## config.mk

```make
export PLATFORM = sky130hd
export DESIGN_NAME = stage_if_pipelined
export DESIGN_NICKNAME = d
export VERILOG_FILES = /design/src/rtl/stage_if_pipelined.sv
export SDC_FILE = /design/constraint.sdc
export NUM_CORES = 1
export LEC_CHECK = 0
export CAP_MARGIN = 40
export CORE_ASPECT_RATIO = 2
export CORE_MARGIN = 2
export CORE_UTILIZATION = 40
export CTS_CLUSTER_SIZE = 30
export DETAILED_ROUTE_END_ITERATION = 16
export PLACE_DENSITY = 0.71
export SLEW_MARGIN = 15
export SYNTH_ARGS = -nofsm -noshare
export SYNTH_HDL_FRONTEND = slang
export SYNTH_SLANG_ARGS = --single-unit
```

## constraint.sdc

```tcl
create_clock -name clock -period 4.8 [get_ports clock]
set_input_delay 0.72 -clock clock [delete_from_list [all_inputs] [get_ports clock]]
set_output_delay 0.72 -clock clock [all_outputs]
set_load 0.03 [all_outputs]
```

## src/rtl/stage_if_pipelined.sv

```systemverilog
// Instruction-fetch stage: owns the PC, drives a 1-cycle-latency synchronous
// instruction memory and registers the fetched word into the IF/ID boundary.
module stage_if_pipelined #(
  parameter int unsigned ADDR_WIDTH = 32,
  parameter int unsigned INST_WIDTH = 32,
  parameter int unsigned PC_STEP    = 1,
  parameter logic [ADDR_WIDTH-1:0] RESET_PC = '0,
  parameter int unsigned SEQ_WIDTH  = 4,
  parameter logic [INST_WIDTH-1:0] NOP_INST = '0
) (
  input  logic                  clock,
  input  logic                  reset,
  input  logic                  stall,
  input  logic                  redirect_valid,
  input  logic [ADDR_WIDTH-1:0] redirect_target,
  output logic                  imem_en,
  output logic [ADDR_WIDTH-1:0] imem_addr,
  input  logic [INST_WIDTH-1:0] imem_rdata,
  output logic                  if_valid,
  output logic [ADDR_WIDTH-1:0] if_pc,
  output logic [ADDR_WIDTH-1:0] if_pc_next,
  output logic [INST_WIDTH-1:0] if_inst,
  output logic [SEQ_WIDTH-1:0]  if_seq
);

  localparam logic [ADDR_WIDTH-1:0] STEP = ADDR_WIDTH'(PC_STEP);

  logic [ADDR_WIDTH-1:0] pc;
  logic [ADDR_WIDTH-1:0] pending_pc;
  logic                  pending_valid;
  logic [SEQ_WIDTH-1:0]  seq_count;

  always_comb begin
    imem_en    = !stall && !redirect_valid;
    imem_addr  = pc;
    if_pc_next = if_pc + STEP;
  end

  // seq_count is the tag the next valid entry receives, so the first
  // instruction after reset carries tag 0.
  always_ff @(posedge clock or posedge reset) begin
    if (reset) begin
      pc            <= RESET_PC;
      pending_pc    <= '0;
      pending_valid <= 1'b0;
      if_valid      <= 1'b0;
      if_pc         <= '0;
      if_inst       <= NOP_INST;
      if_seq        <= '0;
      seq_count     <= '0;
    end else if (redirect_valid) begin
      pc            <= redirect_target;
      pending_valid <= 1'b0;
      if_valid      <= 1'b0;
      if_inst       <= NOP_INST;
    end else if (!stall) begin
      pending_pc    <= pc;
      pending_valid <= 1'b1;
      pc            <= pc + STEP;
      if_valid      <= pending_valid;
      if_pc         <= pending_pc;
      if_inst       <= pending_valid ? imem_rdata : NOP_INST;
      if (pending_valid) begin
        if_seq    <= seq_count;
        seq_count <= seq_count + 1'b1;
      end
    end
  end

endmodule

```

==> metrics.txt <==
initial core utilization 40.62%; Critical Path AT 2.81 ns; final worst-path setup slack 1.269 ns; Port Buffer Count 201; CTS resizes 0; GRT overflow 0; Bufs on Longest Clock Path 2; type of origin of the critical path register; minimum clock period 3.531 ns; Vias 5,133; clk_lat worst skew 0.42 ns; Core Area 0.01562 mm2; final setup violating endpoints 0; power per cell area 450.6 mW/mm2; top_reg_cell synth dfrtp_1; dpl ws 1.683 ns; outcome completed; Critical Path RT 4.08 ns; Placer Congestion 0.8166; post-CTS setup buffer count 0; Initial DRT Pass Iterations 4; CTS tree yes; met3 global-route usage 3.840%; Die X 93.04 um; Die Area 0.01694 mm2; synthesized area 0.006342 mm2; critical path startpoint if_pc[2]; Worst Path Max Fanout 9; dpl cell area 0.008613 mm2; Area Growth Syn to Fin 44.72%; achievable frequency 283.2 MHz; Hold WS 0.4779 ns; I/O pins 202; antenna violations before repair 0; Hold Buf Count CTS 0; P_sw 1.480 mW; list of most frequent post-synthesis cells dfrtp_1 (138), mux2_2 (68), nand2_1 (37), xnor2_1 (37), a22o_1 (32); slew at the pin with the worst max-slew slack 0.8245 ns; CTS sink count 138; post-route cell area 0.009179 mm2; global-route wire length before repair 27,330 um; final non-filler cell total 958; die height 182.1 um; # diodes 0; Total Routing Usage GR 20.41%; number of distinct library cells after synthesis 44; Num CTS Buffers 17; clock network power share 30.2%; DP Wirelength 12,140 um; slew margin rel. 44.57%; largest cells by area after synthesis dfrtp_1 (54%), mux2_2 (12%), xnor2_1 (5.1%), a22o_1 (4.4%), nand3_1 (2.2%); Max VDD drop 0.2546 mV; syn_area_per_cell 11.70 um2; number of global-route vias before repair 5,174; largest net degree at the start of global routing 85; placed insts 926; Hold WC Path Type reg -> reg; remaining antenna violation count after routing 0; fin util 58.78%; via-per-instance ratio 5.358; Max Cap Viol 0; internal power 2.655 mW; GR Util met1 27.79%; combinational power share 31.4%; FF-to-FF Start imem_addr[2]; H-tree depth 4; Std-Cell Rows 65; post-synth top area share 54.45%; RSZ-0062 raised after global routing false; Root Driver clkbuf_16; Synth warnings 0; sw frac 35.79%; max-slew violation count 0; flops & latches, synth 138; Static Leak 3.691 nW; Worst-path clk slew 0.07 ns; Wirelength per Cell 17.52 um; iteration-0 DRC count of the detailed router 192; hold wc startpoint seq_count[3]; WS Path Type reg -> out; Final Hold Viols 0; fin crit share 73.57%; final net count 815; DRC errors left 0; sequential share of the synthesized area 54.45%; Design Power 4.136 mW; Worst Clk Skew 0.009039 ns; WL final 16,780 um; GR Util met2 32.46%; Syn Inst Count 542; grt peak-use layer met2; Seq pwr share 38.4%; Synth area leader dfrtp_1; EDFF count, synth 0; share of post-route cells with drive strength above 1 16.25%; Synth async-reset ratio 100.0%; Worst Setup End Kind primary output; post-synthesis net count 613; Setup TNS 0 ns; most numerous cell in the Yosys netlist dfrtp_1
logic make-up (layout without fill, tap and decap cells):
kind of cell / count (synthesis) / in the layout / synth area share [%]
AO/OA/AOI/OAI: 82 / 82 / 9.391
XOR/XNOR: 46 / 46 / 6.352
adder cells (fa/ha/maj): 3 / 3 / 0.5919
buffers and inverters: 39 / 254 / 2.367
flip-flops: 138 / 138 / 54.45
multiplexers: 69 / 69 / 12.23
AND/OR/NAND/NOR: 165 / 165 / 14.62
flip-flops by register name (all words and copies together), names as in the netlist:
| register | cells |
|---|---|
| seq_count | 4 |
| if_valid | 1 |
| pending_pc | 32 |
| pending_valid | 1 |
| if_seq | 4 |
| if_inst | 32 |
| imem_addr | 32 |
| if_pc | 32 |
final timing paths:
| check | end | slack [ns] | cells past startpoint |
|---|---|---|---|
| setup / recovery | if_pc_next[22] | 1.27 | 6 |
| hold / removal | seq_count[3] | 0.48 | 1 |
| setup reg to reg | imem_addr[24] | 2.26 | 4 |
| hold reg to reg | seq_count[3] | 0.48 | 1 |
| max in group asynchronous | if_pc[3] | 3.03 | 3 |
| min in group asynchronous | if_inst[12] | 0.80 | 2 |
cells in the final DEF, fill, tap and decap left out, types with 2 or more instances in the layout:
cell type        count
a22o_1              32
a31o_2               2
a31oi_1             15
and2_1               4
and3_1               4
and4_1               6
buf_4                8
clkbuf_16           17
clkdlybuf4s50_1    201
clkinv_4             2
clkinvlp_4           3
dfrtp_1            138
ha_1                 3
inv_1               11
inv_6                7
inv_8                3
mux2_2              68
nand2_1             37
nand3_1             28
nand4_1             19
nand4b_1             2
nor2_1              24
nor3_1               6
nor4_1               7
nor4_2               3
o211ai_1             2
o21ai_0             18
o31ai_1              8
or3_1                3
or4_1                9
xnor2_1             37
xor2_1               9
cell type report:
class | count | area (um2)
Tap cell | 201 | 251.5
Multi-Input combinational cell | 365 | 2759
Clock inverter | 14 | 126.4
Inverter | 12 | 50.05
Clock buffer | 18 | 439.2
Fill cell | 1322 | 6436
Sequential cell | 138 | 3453
Timing Repair Buffer | 210 | 2100
critical path: stages (launching register included):
cell and delay, ns:
dfrtp_1 0.49, nand4_1 0.26, nor4_2 0.42, buf_4 0.25, nand4_1 0.15, xnor2_1 0.16
clkdlybuf4s50_1 0.68
per-layer routing:
| metal | vias to the layer above | wire length (um) |
|---|---|---|
| met5 | - | 0 |
| met4 | 0 | 390 |
| met3 | 27 | 903 |
| met2 | 187 | 8147 |
| met1 | 2515 | 7340 |
| li1 | 2404 | - |
power by group through the flow:
stage / registers, mW / clock network, mW / logic (mW)
after floorplan: 1.79 / 0 / 0.511
after global placement: 1.60 / 0 / 1.29
after detailed placement: 1.61 / 0 / 1.31
after CTS: 1.59 / 1.28 / 1.31
after global routing: 1.62 / 1.32 / 1.37
final: 1.59 / 1.25 / 1.30
Power figures use the tool's default switching activity.
==> edit 1, RTL diff (same flow settings) <==
The parameter `ADDR_WIDTH` goes from 32 to 64.
--- a/src/rtl/stage_if_pipelined.sv
+++ b/src/rtl/stage_if_pipelined.sv
@@ -2,5 +2,5 @@
 // instruction memory and registers the fetched word into the IF/ID boundary.
 module stage_if_pipelined #(
-  parameter int unsigned ADDR_WIDTH = 32,
+  parameter int unsigned ADDR_WIDTH = 64,
   parameter int unsigned INST_WIDTH = 32,
   parameter int unsigned PC_STEP    = 1,
Ports: changed (resized if_pc, if_pc_next, imem_addr and redirect_target); port bits go from 202 to 330. No check against the original RTL was run, so the function may have changed too.
==> edit 1 against the original RTL <==
Clock skew increased by 0.0044 ns; wire length increased by 120%; total power increased by 63%; combinational power increased by 76%; die area increased by 77%; setup slack got worse by 0.91 ns; global-route usage increased by 3.9 points; synthesized area increased by 79%; worst hold slack got worse by 0.0015 ns; critical path depth unchanged; sequential cell count increased by 96; final cell count increased by 79%; final area increased by 72%.
==> edit 1: results (changes against the original RTL) <==
| Metric | Value |
|---|---|
| Status | `finished, final reports clean` |
| CTS Buffer Depth | `3 (+1)` |
| Routed wire per std cell | `21.1 um (+20%)` |
| Fmax | `225 MHz (-21%)` |
| Total CTS buffers | `22 (+5)` |
| Post-Syn Nets | `1,127 (+84%)` |
| Compound-cell area share of the yosys netlist | `7.12% (-2.3 points)` |
| Met3 routed WL | `1850 um (+100%)` |
| Seq/Total Area, Yosys | `51.4% (-3.0 points)` |
| Synth top area cells | `dfrtp_1, mux2_2, xnor2_1` |
| DP HPWL | `27,600 um (+130%)` |
| Top Metal Used | `met5` |
| Worst setup startpoint | `if_pc[10]` |
| Leakage power | `6.24 nW (+69%)` |
| GR met3 Demand/Resource | `3.29% (-0.55 points)` |
| Total Routing Usage GR | `24.3% (+3.9 points)` |
| Met2 usage | `47.1% (+15 points)` |
| Crit path arrival time | `3.72 ns (+0.91 ns)` |
| R2r startpoint | `imem_addr[0]` |
| Mux cell area share after synthesis | `13.0% (+0.80 points)` |
| Final #Nets | `1,447 (+78%)` |
| Post-Synth XOR/XNOR Area | `8.08% (+1.7 points)` |
| Vias in the first global route | `9,651 (+87%)` |
| Mapped Cells | `1,024 (+89%)` |
| Largest net degree at the start of global routing | `135 (+59%)` |
| CTS H-tree lvls | `1 (-3)` |
| Fill count | `2,480 (+88%)` |
| Worst-path maximum fanout | `8 (-1)` |
| Maximum VDD drop | `0.293 mV (+15%)` |
| DR iter-0 viols | `452 (+140%)` |
| Metal2 WL | `20,800 um (+160%)` |
| Post-synthesis adder-cell area fraction | `0.330% (-0.26 points)` |
| Clock skew | `0.0134 ns (+0.00436 ns)` |
| Met1 usage | `24.7% (-3.1 points)` |
| Port Buffers | `329 (+64%)` |
## edit 1: changes by cell type in the layout (fill, tap and decap cells not counted), sizes merged, moves of 12 or more
| cell | change |
|---|---|
| clkdlybuf4s50 | +127 |
| mux2 | +62 |
| dfrtp | +96 |
| xnor2 | +32 |
| nand4 | +38 |
| xor2 | +27 |
| nor2 | +16 |
| and3 | +12 |
| nand2 | +63 |
| o21ai | +36 |
| nand3 | +29 |
## edit 1: critical path, cell delays in order (launching register included)
cell and delay (ns):
dfrtp_1 0.47, nand4_1 0.31, or4_1 0.73, nor3_2 0.61
and3_1 0.26, xor2_1 0.14, clkdlybuf4s50_1 0.68
## edit 1: timing repair
action / CTS / global route
resized for setup: 1 / 0
buffers inserted: 0 / 0
endpoints found under the hold margin: 0 / 0
endpoints found under the setup margin: 1 / 0
## edit 1: area by class of cell
cell class	count	share of cell area [%]
Tap cell	356	2.82
Inverter	15	0.380
Multi-Input combinational cell	727	33.5
Antenna cell	3	0.0475
Timing Repair Buffer	344	21.7
Clock buffer	27	3.86
Sequential cell	234	37.0
Clock inverter	11	0.656
## edit 1: power by group
group	total, mW	switching (mW)	internal (mW)	leakage (nW)
Clock	1.74	0.772	0.968	0.347
Sequential	2.73	0.425	2.30	2.85
Combinational	2.29	1.24	1.05	3.04
Total	6.76	2.44	4.32	6.24
## edit 1: cell families after synthesis
kind of cell	count (synthesis)
flops	234
simple gates	363
xor+xnor	105
mux	132
buf+inv	63
fa+ha+maj	3
compound gates	124
## edit 1: through the flow
step	hold WS (ns)	power, mW	cell area [um^2]
2_1_floorplan	0.440	3.98	11400
3_3_place_gp	0.461	5.03	15100
3_5_place_dp	0.469	5.08	15100
4_1_cts	0.487	6.83	15800
5_1_grt	0.513	7.05	15800
6_report	0.476	6.76	15800
==> edit 2, RTL diff (same settings) <==
Without the edit above. Register the input `redirect_target` before use, without a reset. The logic sees it one clock later. The other inputs are not delayed to match.
--- a/src/rtl/stage_if_pipelined.sv
+++ b/src/rtl/stage_if_pipelined.sv
@@ -26,4 +26,10 @@
   localparam logic [ADDR_WIDTH-1:0] STEP = ADDR_WIDTH'(PC_STEP);
 
+  logic [ADDR_WIDTH-1:0] redirect_target_q;
+
+  always_ff @(posedge clock) begin
+    redirect_target_q <= redirect_target;
+  end
+
   logic [ADDR_WIDTH-1:0] pc;
   logic [ADDR_WIDTH-1:0] pending_pc;
@@ -50,5 +56,5 @@
       seq_count     <= '0;
     end else if (redirect_valid) begin
-      pc            <= redirect_target;
+      pc            <= redirect_target_q;
       pending_valid <= 1'b0;
       if_valid      <= 1'b0;
Behaviour: not the same (a bounded check fails within 4 cycles, from zero or initial values and one cycle with reset high).
==> edit 2 against the original RTL <==
Final cell count rose by 5.0%; count of clock-buffer cells in the layout unchanged; total power rose by 5.9%; non-clock buffer count down 2; final area is 6.4% higher; synthesized area rose by 9.9%; wire length increased by 7.6%; critical path type unchanged; sequential power increased by 16%; sequential cell count increased by 32; setup slack lost 0.35 ns; critical endpoint is now if_pc_next[28]; largest power group unchanged; combinational power shrank 3%.
==> edit 2: results (changes against the original RTL) <==
| Metric | Value |
|---|---|
| Detailed-route wire length | `18,100 um (+7.6%)` |
| Synth top area cells | `dfrtp_1, mux2_2, dfxtp_1` |
| Hold path cells | `2 (+1)` |
| Vias in the first global route | `5,455 (+5.4%)` |
| Met1 usage | `20.5% (-7.3 points)` |
| Slew @ Worst Pin | `0.868 ns (+0.0433 ns)` |
| Slowest stage cell, crit path | `clkdlybuf4s50_1` |
| Met2 usage | `36.6% (+4.2 points)` |
| Ys async rst share | `81.2% (-19 points)` |
| Layout cell share with drive strength beyond 1 | `13.6% (-2.7 points)` |
| Compound-cell area share of the yosys netlist | `9.19% (-0.20 points)` |
| R2r startpoint | `imem_addr[0]` |
| R2R Setup Slk | `2.24 ns (-0.02 ns)` |
| Final #Nets | `854 (+4.8%)` |
| Worst setup startpoint | `if_pc[1]` |
| Routed vias | `5,335 (+3.9%)` |
| GR met3 Demand/Resource | `4.99% (+1.1 points)` |
| Status | `finished, final reports clean` |
| Total Routing Usage GR | `19.6% (-0.80 points)` |
| Clock skew | `0.00792 ns (-0.00112 ns)` |
| DP HPWL | `13,500 um (+12%)` |
| Post-Synth XOR/XNOR Area | `5.78% (-0.57 points)` |
| Synth top cells by count | `dfrtp_1, mux2_2, nand2_1` |
| Placer Congestion | `0.871 (+6.7%)` |
| Met3 routed WL | `967 um (+7.1%)` |
| Area of placed instances | `9190 um^2 (+6.7%)` |
| M1 WL | `6600 um (-10%)` |
| Leakage power | `3.96 nW (+7.4%)` |
| Metal2 WL | `9900 um (+22%)` |
| Seq/Total Area, Yosys | `58.7% (+4.3 points)` |
| Netlist cell types | `37 (-16%)` |
| Hold_sp | `redirect_target_q[18]` |
| First-pass GRT wire length | `28,800 um (+5.3%)` |
| Post-Syn Nets | `660 (+7.7%)` |
| Endpoint, Worst Hold | `imem_addr[18]` |
| Detailed Routing Iterations Pass 1 | `5 (+1)` |
| Crit path arrival time | `3.16 ns (+0.35 ns)` |
| DR iter-0 viols | `349 (+82%)` |
edit 2: power breakdown:
group,switching (mW),internal [mW],total (mW)
Combinational,0.682,0.574,1.26
Clock,0.582,0.687,1.27
Sequential,0.223,1.63,1.85
edit 2: stage by stage:
stage	hold WS (ns)	power, mW	utilization, %	instances	setup WS [ns]
detailed placement	0.423	3.14	53.5	973	1.34
global route	0.441	4.58	56.8	1006	0.705
finish	0.439	4.38	56.8	1006	0.918
CTS	0.438	4.43	56.7	1005	0.893
floorplan	0.413	2.55	-	589	0.384
global placement	0.425	3.10	53.4	972	1.46
edit 2: worst min-delay path: cells and delay by family (launching register included):
family	cells	cell delay, ns
simple gates	2	0.10
flops	1	0.31
edit 2: final cells by class:
class                      count  area share [%]
timing repair buffer         208            21.4
inverter                      15           0.628
multi-input combinational    371            27.7
sequential                   170            41.9
tap                          210            2.69
clock inverter                14            1.18
clock buffer                  18            4.50
